## src/rtl/elevator_pkg.sv

```systemverilog
// rtl/elevator_pkg.sv - shared types for the parking-lot elevator: FSM states, floor width, queued job record
package elevator_pkg;

  localparam int                 FLOOR_W     = 3;
  localparam logic [FLOOR_W-1:0] GROUND      = 3'd0;
  localparam int                 JOB_PLATE_W = 16;

  typedef enum logic [2:0] {
    S_IDLE,
    S_DISPATCH,
    S_LOAD,
    S_UP,
    S_DROP,
    S_PICK,
    S_DOWN,
    S_EXIT
  } state_e;

  typedef struct packed {
    logic                   is_in;
    logic [JOB_PLATE_W-1:0] plate;
  } job_t;

  // A target of 0 would never be reached going up, so bad allocator floors are pinned into 1..top.
  function automatic logic [FLOOR_W-1:0] clamp_floor(input logic [FLOOR_W-1:0] f, input int top);
    if (f == GROUND) return 3'd1;
    if (int'(f) > top) return FLOOR_W'(top);
    return f;
  endfunction

endpackage

```

## src/rtl/req_fifo.sv

```systemverilog
// rtl/req_fifo.sv - first-word-fall-through request queue; a push into a full queue is dropped even while popping
module req_fifo #(
  parameter int DEPTH = 4,
  parameter int WIDTH = 17
) (
  input  logic             clk_i,
  input  logic             rst_ni,
  input  logic             push_i,
  input  logic [WIDTH-1:0] data_i,
  input  logic             pop_i,
  output logic [WIDTH-1:0] data_o,
  output logic             full_o,
  output logic             empty_o
);

  localparam int AW = $clog2(DEPTH);

  logic [WIDTH-1:0] mem_q [DEPTH];
  logic [AW:0]      wr_q, wr_d, rd_q, rd_d;

  assign empty_o = (wr_q == rd_q);
  assign full_o  = (wr_q[AW] != rd_q[AW]) && (wr_q[AW-1:0] == rd_q[AW-1:0]);
  assign data_o  = mem_q[rd_q[AW-1:0]];

  always_comb begin
    wr_d = wr_q;
    rd_d = rd_q;
    if (push_i && !full_o) wr_d = wr_q + 1'b1;
    if (pop_i && !empty_o) rd_d = rd_q + 1'b1;
  end

  always_ff @(posedge clk_i or negedge rst_ni) begin
    if (!rst_ni) begin
      wr_q <= '0;
      rd_q <= '0;
    end else begin
      wr_q <= wr_d;
      rd_q <= rd_d;
    end
  end

  always_ff @(posedge clk_i) begin
    if (push_i && !full_o) mem_q[wr_q[AW-1:0]] <= data_i;
  end

endmodule

```

## src/rtl/elevator_scheduler.sv

```systemverilog
// rtl/elevator_scheduler.sv - parking-lot elevator sequencer: request queues, arbitration, car motion, slot strobes
// Define PRIORITY_OUT_EN to let the exit queue always win arbitration instead of round-robin.
module elevator_scheduler
  import elevator_pkg::*;
#(
  parameter int QUEUE_DEPTH = 4,
  parameter int NUM_FLOORS  = 7,
  parameter int PLATE_W     = JOB_PLATE_W
) (
  input  logic               clock,
  input  logic               reset,
  input  logic [PLATE_W-1:0] license_plate,
  input  logic               in_mode,
  input  logic               out_mode,
  input  logic               leakage,
  input  logic [2:0]         leakage_floor,
  output logic [PLATE_W-1:0] alloc_plate,
  output logic               alloc_is_in,
  input  logic               alloc_ok,
  input  logic [2:0]         alloc_floor,
  input  logic               alloc_place,
  output logic [7:0]         blocked,
  output logic               store_en,
  output logic               clear_en,
  output logic               exit_en,
  output logic [2:0]         slot_floor,
  output logic               slot_place,
  output logic [PLATE_W-1:0] exit_plate,
  output logic [2:0]         current_floor,
  output logic [PLATE_W-1:0] moving,
  output logic               reject,
  output logic               req_drop,
  output logic               busy
);

  localparam int JOB_W = $bits(job_t);

  state_e             state_q, state_d;
  logic [FLOOR_W-1:0] floor_q, floor_d, tgt_q, tgt_d;
  logic               place_q, place_d;
  logic [PLATE_W-1:0] moving_q, moving_d;
  job_t               job_q, job_d;
  logic               sel_out_q, sel_out_d;
  logic [7:0]         blocked_q;
`ifndef PRIORITY_OUT_EN
  logic               rr_q, rr_d;
`endif

  logic in_req, out_req, in_full, in_empty, out_full, out_empty, pop_in, pop_out, at_slot;
  job_t in_wr, out_wr, in_head, out_head, head;

  assign in_req  = in_mode & ~out_mode;
  assign out_req = out_mode & ~in_mode;
  assign in_wr   = '{is_in: 1'b1, plate: license_plate};
  assign out_wr  = '{is_in: 1'b0, plate: license_plate};
  assign pop_in  = (state_q == S_DISPATCH) & ~sel_out_q;
  assign pop_out = (state_q == S_DISPATCH) & sel_out_q;
  assign head    = sel_out_q ? out_head : in_head;

  req_fifo #(.DEPTH(QUEUE_DEPTH), .WIDTH(JOB_W)) u_in_q (
    .clk_i(clock), .rst_ni(reset), .push_i(in_req), .data_i(in_wr), .pop_i(pop_in),
    .data_o(in_head), .full_o(in_full), .empty_o(in_empty)
  );

  req_fifo #(.DEPTH(QUEUE_DEPTH), .WIDTH(JOB_W)) u_out_q (
    .clk_i(clock), .rst_ni(reset), .push_i(out_req), .data_i(out_wr), .pop_i(pop_out),
    .data_o(out_head), .full_o(out_full), .empty_o(out_empty)
  );

  always_comb begin
    state_d   = state_q;
    floor_d   = floor_q;
    tgt_d     = tgt_q;
    place_d   = place_q;
    moving_d  = moving_q;
    job_d     = job_q;
    sel_out_d = sel_out_q;
`ifndef PRIORITY_OUT_EN
    rr_d      = rr_q;
`endif
    store_en  = 1'b0;
    clear_en  = 1'b0;
    exit_en   = 1'b0;
    reject    = 1'b0;
    case (state_q)
      S_IDLE: begin
        if (!in_empty || !out_empty) begin
          state_d = S_DISPATCH;
`ifdef PRIORITY_OUT_EN
          sel_out_d = ~out_empty;
`else
          sel_out_d = (!in_empty && !out_empty) ? rr_q : ~out_empty;
`endif
        end
      end
      S_DISPATCH: begin
        job_d = head;
`ifndef PRIORITY_OUT_EN
        rr_d  = ~rr_q;
`endif
        if (!alloc_ok) begin
          reject  = 1'b1;
          state_d = S_IDLE;
        end else begin
          tgt_d   = clamp_floor(alloc_floor, NUM_FLOORS);
          place_d = alloc_place;
          state_d = head.is_in ? S_LOAD : S_UP;
        end
      end
      S_LOAD: begin
        moving_d = job_q.plate;
        state_d  = S_UP;
      end
      S_UP: begin
        floor_d = floor_q + 3'd1;
        if (floor_d == tgt_q) state_d = job_q.is_in ? S_DROP : S_PICK;
      end
      S_DROP: begin
        store_en = 1'b1;
        moving_d = '0;
        state_d  = S_DOWN;
      end
      S_PICK: begin
        clear_en = 1'b1;
        moving_d = job_q.plate;
        state_d  = S_DOWN;
      end
      S_DOWN: begin
        floor_d = floor_q - 3'd1;
        if (floor_d == GROUND) state_d = job_q.is_in ? S_IDLE : S_EXIT;
      end
      S_EXIT: begin
        exit_en  = 1'b1;
        moving_d = '0;
        state_d  = S_IDLE;
      end
      default: state_d = S_IDLE;
    endcase
  end

  always_ff @(posedge clock or negedge reset) begin
    if (!reset) begin
      state_q   <= S_IDLE;
      floor_q   <= GROUND;
      tgt_q     <= GROUND;
      place_q   <= 1'b0;
      moving_q  <= '0;
      job_q     <= '0;
      sel_out_q <= 1'b0;
`ifndef PRIORITY_OUT_EN
      rr_q      <= 1'b0;
`endif
    end else begin
      state_q   <= state_d;
      floor_q   <= floor_d;
      tgt_q     <= tgt_d;
      place_q   <= place_d;
      moving_q  <= moving_d;
      job_q     <= job_d;
      sel_out_q <= sel_out_d;
`ifndef PRIORITY_OUT_EN
      rr_q      <= rr_d;
`endif
    end
  end

  // Leak flags are sticky; the job already in flight keeps its latched slot.
  always_ff @(posedge clock or negedge reset) begin
    if (!reset) begin
      blocked_q <= '0;
    end else if (leakage && leakage_floor != GROUND) begin
      blocked_q[leakage_floor] <= 1'b1;
    end
  end

  assign at_slot       = (state_q == S_DROP) || (state_q == S_PICK);
  assign alloc_plate   = (state_q == S_DISPATCH) ? head.plate : '0;
  assign alloc_is_in   = (state_q == S_DISPATCH) & head.is_in;
  assign slot_floor    = at_slot ? tgt_q : GROUND;
  assign slot_place    = at_slot & place_q;
  assign exit_plate    = ((state_q == S_DROP) || (state_q == S_EXIT)) ? job_q.plate : '0;
  assign req_drop      = (in_req & in_full) | (out_req & out_full);
  assign busy          = (state_q != S_IDLE) | ~in_empty | ~out_empty;
  assign blocked       = blocked_q;
  assign current_floor = floor_q;
  assign moving        = moving_q;

endmodule
```

## config.mk

```make
export PLATFORM = sky130hd
export DESIGN_NAME = elevator_scheduler
export DESIGN_NICKNAME = d
export VERILOG_FILES = /design/src/rtl/elevator_pkg.sv /design/src/rtl/req_fifo.sv /design/src/rtl/elevator_scheduler.sv
export SDC_FILE = /design/constraint.sdc
export NUM_CORES = 1
export LEC_CHECK = 0
export BUFFER_PORTS_ARGS = -buffer_cell sky130_fd_sc_hd__buf_2
export CORE_MARGIN = 2
export CORE_UTILIZATION = 60
export CTS_BUF_LIST = sky130_fd_sc_hd__clkbuf_4
export DETAILED_ROUTE_END_ITERATION = 12
export PLACE_DENSITY = 0.82
export SLEW_MARGIN = 20
export SYNTH_ARGS = -nofsm -noshare
export SYNTH_HDL_FRONTEND = slang
export SYNTH_SLANG_ARGS = --single-unit
```

## constraint.sdc

```tcl
create_clock -name clock -period 5.5 [get_ports clock]
set_input_delay 0.275 -clock clock [delete_from_list [all_inputs] [get_ports clock]]
set_output_delay 0.275 -clock clock [all_outputs]
set_load 0.02 [all_outputs]
```

### Word-level counts from Yosys, hierarchy flattened

Memory sizes are Yosys's and may differ from the RTL's.
Cells that the tools add are included.
Widths: inputs -> output; s select.

* word-level logic and storage cells: 119
* memory bits (writable): 128
* memories kept: 2
* register bits after elaboration: 65
* input bits: 29

* add/subtract/negate cells: 6
* bitwise logic cells: 18
* muxes and demuxes: 31
* order comparisons: 2
* equality and inequality tests: 17
* reductions and logical operators: 29

Memories
* u_in_q.mem_q: words 4, bits a word 16, rd ports 1, clocked after memory_dff 0, wr ports 1, RTL line req_fifo.sv:18 `logic [WIDTH-1:0] mem_q [DEPTH];`
* u_out_q.mem_q: words 4, bits a word 16, rd ports 1, clocked after memory_dff 0, wr ports 1, RTL line req_fifo.sv:18

Operator list (number)
* $mux 16: 2
* $pmux 16 s2: 1
* $mux 3: 7
* $pmux 3 s7: 1
* $mux 17: 1
* $mux 1: 16
* $add 3x1->3 const B: 5
* $eq 3x3->1 const B: 4
* $eq 3x3->1: 3
* $logic_and 1x1->1: 9
* $logic_not 3->1: 3
* $and 1x1->1: 8
* $or 8x8->8: 1
* $eq 3x2->1 const B: 2
* $ne 2x2->1 const B: 3
* $not 1->1: 6
* $pmux 3 s2: 1
* $reduce_bool 3->1: 2
* $reduce_or 2->1: 3
* $eq 2x2->1: 2
* $logic_not 1->1: 4
* $lt 3x4->1 const B: 1
* $reduce_and 2->1: 2
* $reduce_bool 2->1: 2
* other kinds (9): 14

### Depth between registers and ports, before layout

* word-level depth: 6
* gate-level depth with buffers: 6
* gate-level depth less buffers: 6

### Cells and area by module

A second synthesis with hierarchy kept.

* cells, all modules: 512
* area total of the unflattened synthesis: 8538.2 um2

By module, submodules not included
* req_fifo: area each 2934.1 um2, cells each 137, instances 2
* elevator_scheduler: area each 2670.1 um2, cells each 238, instances 1

### Least setup slack after synthesis

No wires, ideal clock.

* kind: reg2reg
* start: reg u_in_q.rd_q[1]
* end: mem u_in_q.mem_q[3][0] (netlist name) (enable)
* setup time: 0.375 ns
* slack: 3.605 ns
* stages on the path, launching flop included: 5
* arrival time: 1.520 ns
* cells stage by stage: dfrtp_1 > buf_2 > xnor2_2 > a31oi_2 > and2_1

* word-level cells in the longest chain between the ends: 6

Ends and longest elaborated chain
* start: declaration: RTL line req_fifo.sv:19 `logic [AW:0] wr_q, wr_d, rd_q, rd_d;`
* start signal: assignment: RTL line req_fifo.sv:38 `rd_q <= rd_d;`
* $eq 2x2->1: RTL line req_fifo.sv:22 `assign full_o = (wr_q[AW] != rd_q[AW]) && (wr_q[AW-1:0] == rd_q[AW-1:0]);`
* $logic_and 1x1->1: RTL line req_fifo.sv:22
* $logic_not 1->1: RTL line req_fifo.sv:43 `if (push_i && !full_o) mem_q[wr_q[AW-1:0]] <= data_i;`
* $logic_and 1x1->1: RTL line req_fifo.sv:43
* $mux 1: RTL line req_fifo.sv:43
* $mux 1 (implied by the code): RTL line req_fifo.sv:43
* end: declaration: RTL line req_fifo.sv:18

No other way between the ends.

### Final worst setup path

* start: reg sel_out_q
* end: out alloc_plate[11]

* word-level cells in the longest chain between the ends: 2

Ends and longest elaborated chain
* start: declaration: RTL line elevator_scheduler.sv:43 `logic sel_out_q, sel_out_d;`
* start signal: assignment: RTL line elevator_scheduler.sv:160 `sel_out_q <= sel_out_d;`
* $mux 17: RTL line elevator_scheduler.sv:58 `assign head = sel_out_q ? out_head : in_head;`
* $mux 16: RTL line elevator_scheduler.sv:177 `assign alloc_plate = (state_q == S_DISPATCH) ? head.plate : '0;`
* end: declaration: RTL line elevator_scheduler.sv:17 `output logic [PLATE_W-1:0] alloc_plate,`

No other way between the ends.

==> impl_metrics.env <==
export IMPL_status="finished clean"
export IMPL_clock_buffers_created_by_tritoncts=17
export IMPL_grt_max_degree=66
export IMPL_firstDrtPassIters=4
export IMPL_drt_wl_total_um=15700
export IMPL_final_critical_path_required_period_ns=3.31
export IMPL_grt_remaining_overflow=0
export IMPL_post_synth_fa_ha_maj_area_fraction_pct=2.03
export IMPL_layout_core_utilization_pct=69.5
export IMPL_clk_root_buffer_cell="clkbuf_4"
export IMPL_route_detailed_drc=0
export IMPL_final_max_slew_violation_count=0
export IMPL_depth_of_the_most_critical_reg_to_reg_path=3
export IMPL_worst_hold_path_num_cells=3
export IMPL_cp_top_family="flip-flops"
export IMPL_stage_delay_of_the_slowest_cell_on_the_critical_path_ns=0.99
export IMPL_hold_class="in2reg"
export IMPL_setup_repair_after_global_routing_missed_its_margin="no"
export IMPL_cp_num_cells=5
export IMPL_syn_instance_count=528
export IMPL_num_vias=4833
export IMPL_drive_above_1_share_pct=25.0
export IMPL_net_count_after_synthesis=570
export IMPL_fmaxAchievable_mhz=302
export IMPL_async_flop_share_pct=33.7
export IMPL_avgViaCountPerCell=5.83
export IMPL_timing_critical_path_required_ns=5.22
export IMPL_hold_viol=0
export IMPL_critical_path_slowest_cell="dfrtp_1"
export IMPL_synth_simple_gate_area_share_pct=6.90
export IMPL_full_die_area_sq_um=14300
export IMPL_io_buffers=98
export IMPL_fp_coreArea_sq_um=13100
export IMPL_share_of_the_synthesized_area_in_the_top_cell_type_pct=48.0
export IMPL_number_of_top_level_pins=99
export IMPL_cp_max_fo=25
export IMPL_filler_cell_count=870
export IMPL_critPathArrivalTime_ns=3.03
export IMPL_hold_buffers=25
export IMPL_cp_cell_sequence="nand2b_1, o22ai_1, a21oi_1, nor2_1, buf_2"
export IMPL_most_common_layout_cells="edfxtp_1, buf_2, dfrtp_1"
export IMPL_synthesis_yosys_warnings=0
export IMPL_vdd_drop_max_mv=0.264
export IMPL_layout_cells_most_common="edfxtp_1"
export IMPL_max_slew_margin_pct=28.0
export IMPL_post_synth_xor_area_fraction_pct=2.97
export IMPL_setup_worst_path_start_class="flip-flop"
export IMPL_flip_flop_and_latch_count_after_synthesis=193
export IMPL_muxShareOfSynthArea_pct=9.20
export IMPL_power_density_nw_per_um2=526
export IMPL_dp_cells=772
export IMPL_die_h_um=120
export IMPL_synth_yosys_seq_area_share_pct=68.3
export IMPL_final_instance_count_excl_fill=829
export IMPL_gr_usage_all_layers_pct=22.7
export IMPL_post_synth_main_area_contributors="edfxtp_1, dfrtp_1, mux4_2, mux2i_1, a21oi_1"
export IMPL_ys_flop_type="edfxtp_1"
export IMPL_area_growth_synth_to_final_pct=14.0
export IMPL_floorplan_initialDensity_pct=61.0
export IMPL_clock_sinks=193
export IMPL_antenna_left=0
export IMPL_post_synth_edffs=128
export IMPL_grt_pass1_vias=4648
export IMPL_std_cell_rows=42
export IMPL_final_period_utilization_pct=60.1
export IMPL_worst_clock_skew_ns=0.0143
export IMPL_tightest_slew_ns=1.07
export IMPL_drt_initial_drc_count=396
export IMPL_post_cts_setup_buffer_count=0
export IMPL_total_power_draw_mw=4.80
export IMPL_cts_htree_levels=4
export IMPL_cts_reportedPaths_clkPinSlew_ns=0.14
export IMPL_rrSetupSlack_ns=2.73
export IMPL_crit_path_end_kind="output pin"
export IMPL_setup_viol=0
export IMPL_leakage_nw=3.65
export IMPL_cts_max_path_buffers=2
export IMPL_place_congestion=0.774
export IMPL_post_dp_hpwl_um=10600
export IMPL_routedWlPerCell_um=18.9
export IMPL_grt_first_pass_wirelength_um=24400
export IMPL_nNetsFinal=683
export IMPL_synth_top_family_by_area="multiplexers"
export IMPL_postCtsResizedCells=0
export IMPL_max_cap_violations=0
export IMPL_cp_num_buf_inv=1
export IMPL_synth_compound_area_share_pct=8.21
export IMPL_cts_tree="done"
export IMPL_post_synth_num_cell_types=43
export IMPL_setup_worst_path_class="reg2out"
export IMPL_grt_antenna_before_repair=0
export IMPL_die_x_um=120
export IMPL_clock_latency_ns=0.57
export IMPL_tns_ns=0
export IMPL_mean_post_synth_cell_area_sq_um=15.2
export IMPL_synth_cell_area_sq_um=8010
export IMPL_n_antenna_cell=0
export IMPL_synth_area_leader_cell="edfxtp_1"
[power by group]
| part | switching (mW) | internal [mW] |
|---|---|---|
| sequential | 0.402 | 1.89 |
| combinational | 1.01 | 0.772 |
| clock | 0.491 | 0.239 |
| total | 1.91 | 2.90 |
[per-stage QoR]
step	setup WS, ns	area, sq um	hold WS [ns]
3_3_place_gp	2.77	8580	0.362
4_1_cts	2.18	9110	0.0994
6_report	2.19	9130	0.142
3_5_place_dp	2.56	8580	0.366
2_1_floorplan	3.60	8010	-0.0206
5_1_grt	2.01	9130	0.124
[worst min-delay path, cell delays in order]
cell and delay (ns):
buf_2 0.13, nand2_1 0.15, o21ai_0 0.11
[layer usage]
metal  up-vias  track usage [%]  share of wire (%)
met1      2441             32.1                 45
met3        13             5.66                5.8
met4         0             6.18               0.93
met2       167             35.8                 48
li1       2212                -                  -
met5         -                0                  0
[synth_stat cells, types with 2 or more instances]
master,count
a21oi_1,35
a22o_1,17
a31o_2,3
a31oi_1,2
a31oi_2,2
a41o_1,4
and2_1,12
and3_1,18
buf_2,11
buf_4,2
buf_6,2
clkbuf_1,16
dfrtp_1,65
edfxtp_1,128
ha_1,13
inv_1,11
mux2_1,5
mux2i_1,32
mux4_2,16
nand2_1,12
nand2b_1,5
nand3_1,8
nand3b_1,2
nor2_1,40
nor2b_1,5
nor3_1,2
o21ai_0,8
o22ai_1,18
xnor2_1,12
xnor2_2,3
xor2_1,7
[flip-flops by register name, summed over array words and instances (netlist names)]
signal,flops
blocked,8
current_floor,3
job_q,17
moving,16
place_q,1
rr_q,1
sel_out_q,1
state_q,3
tgt_q,3
u_in_q.mem_q,64
u_in_q.rd_q,3
u_in_q.wr_q,3
u_out_q.mem_q,64
u_out_q.rd_q,3
u_out_q.wr_q,3
[cell type report]
cell class | count | area [sq um] | area share (%)
multi-input combinational | 293 | 2350 | 25.7
tap | 176 | 220 | 2.41
sequential | 193 | 5470 | 59.9
timing repair buffer | 125 | 763 | 8.36
inverter | 11 | 41.3 | 0.452
clock buffer | 17 | 128 | 1.40
clock inverter | 14 | 158 | 1.73
[cell families (layout without fill, tap and decap cells)]
group,after synthesis,in the layout
fa+ha+maj,13,13
mux,53,53
simple gates,108,108
xor+xnor,23,23
buf+inv,42,167
flops,193,193
compound gates,96,96
[worst paths after layout]
path | startpoint | endpoint
max | sel_out_q | alloc_plate[11]
min in group asynchronous | reset | current_floor[0]
min reg2reg | blocked[0] | blocked[0]
max in group asynchronous | reset | u_in_q.rd_q[1]
max reg2reg | u_in_q.rd_q[1] | u_in_q.mem_q[2][0]
min | alloc_ok | tgt_q[0]
(Power assumes the default switching activity.)
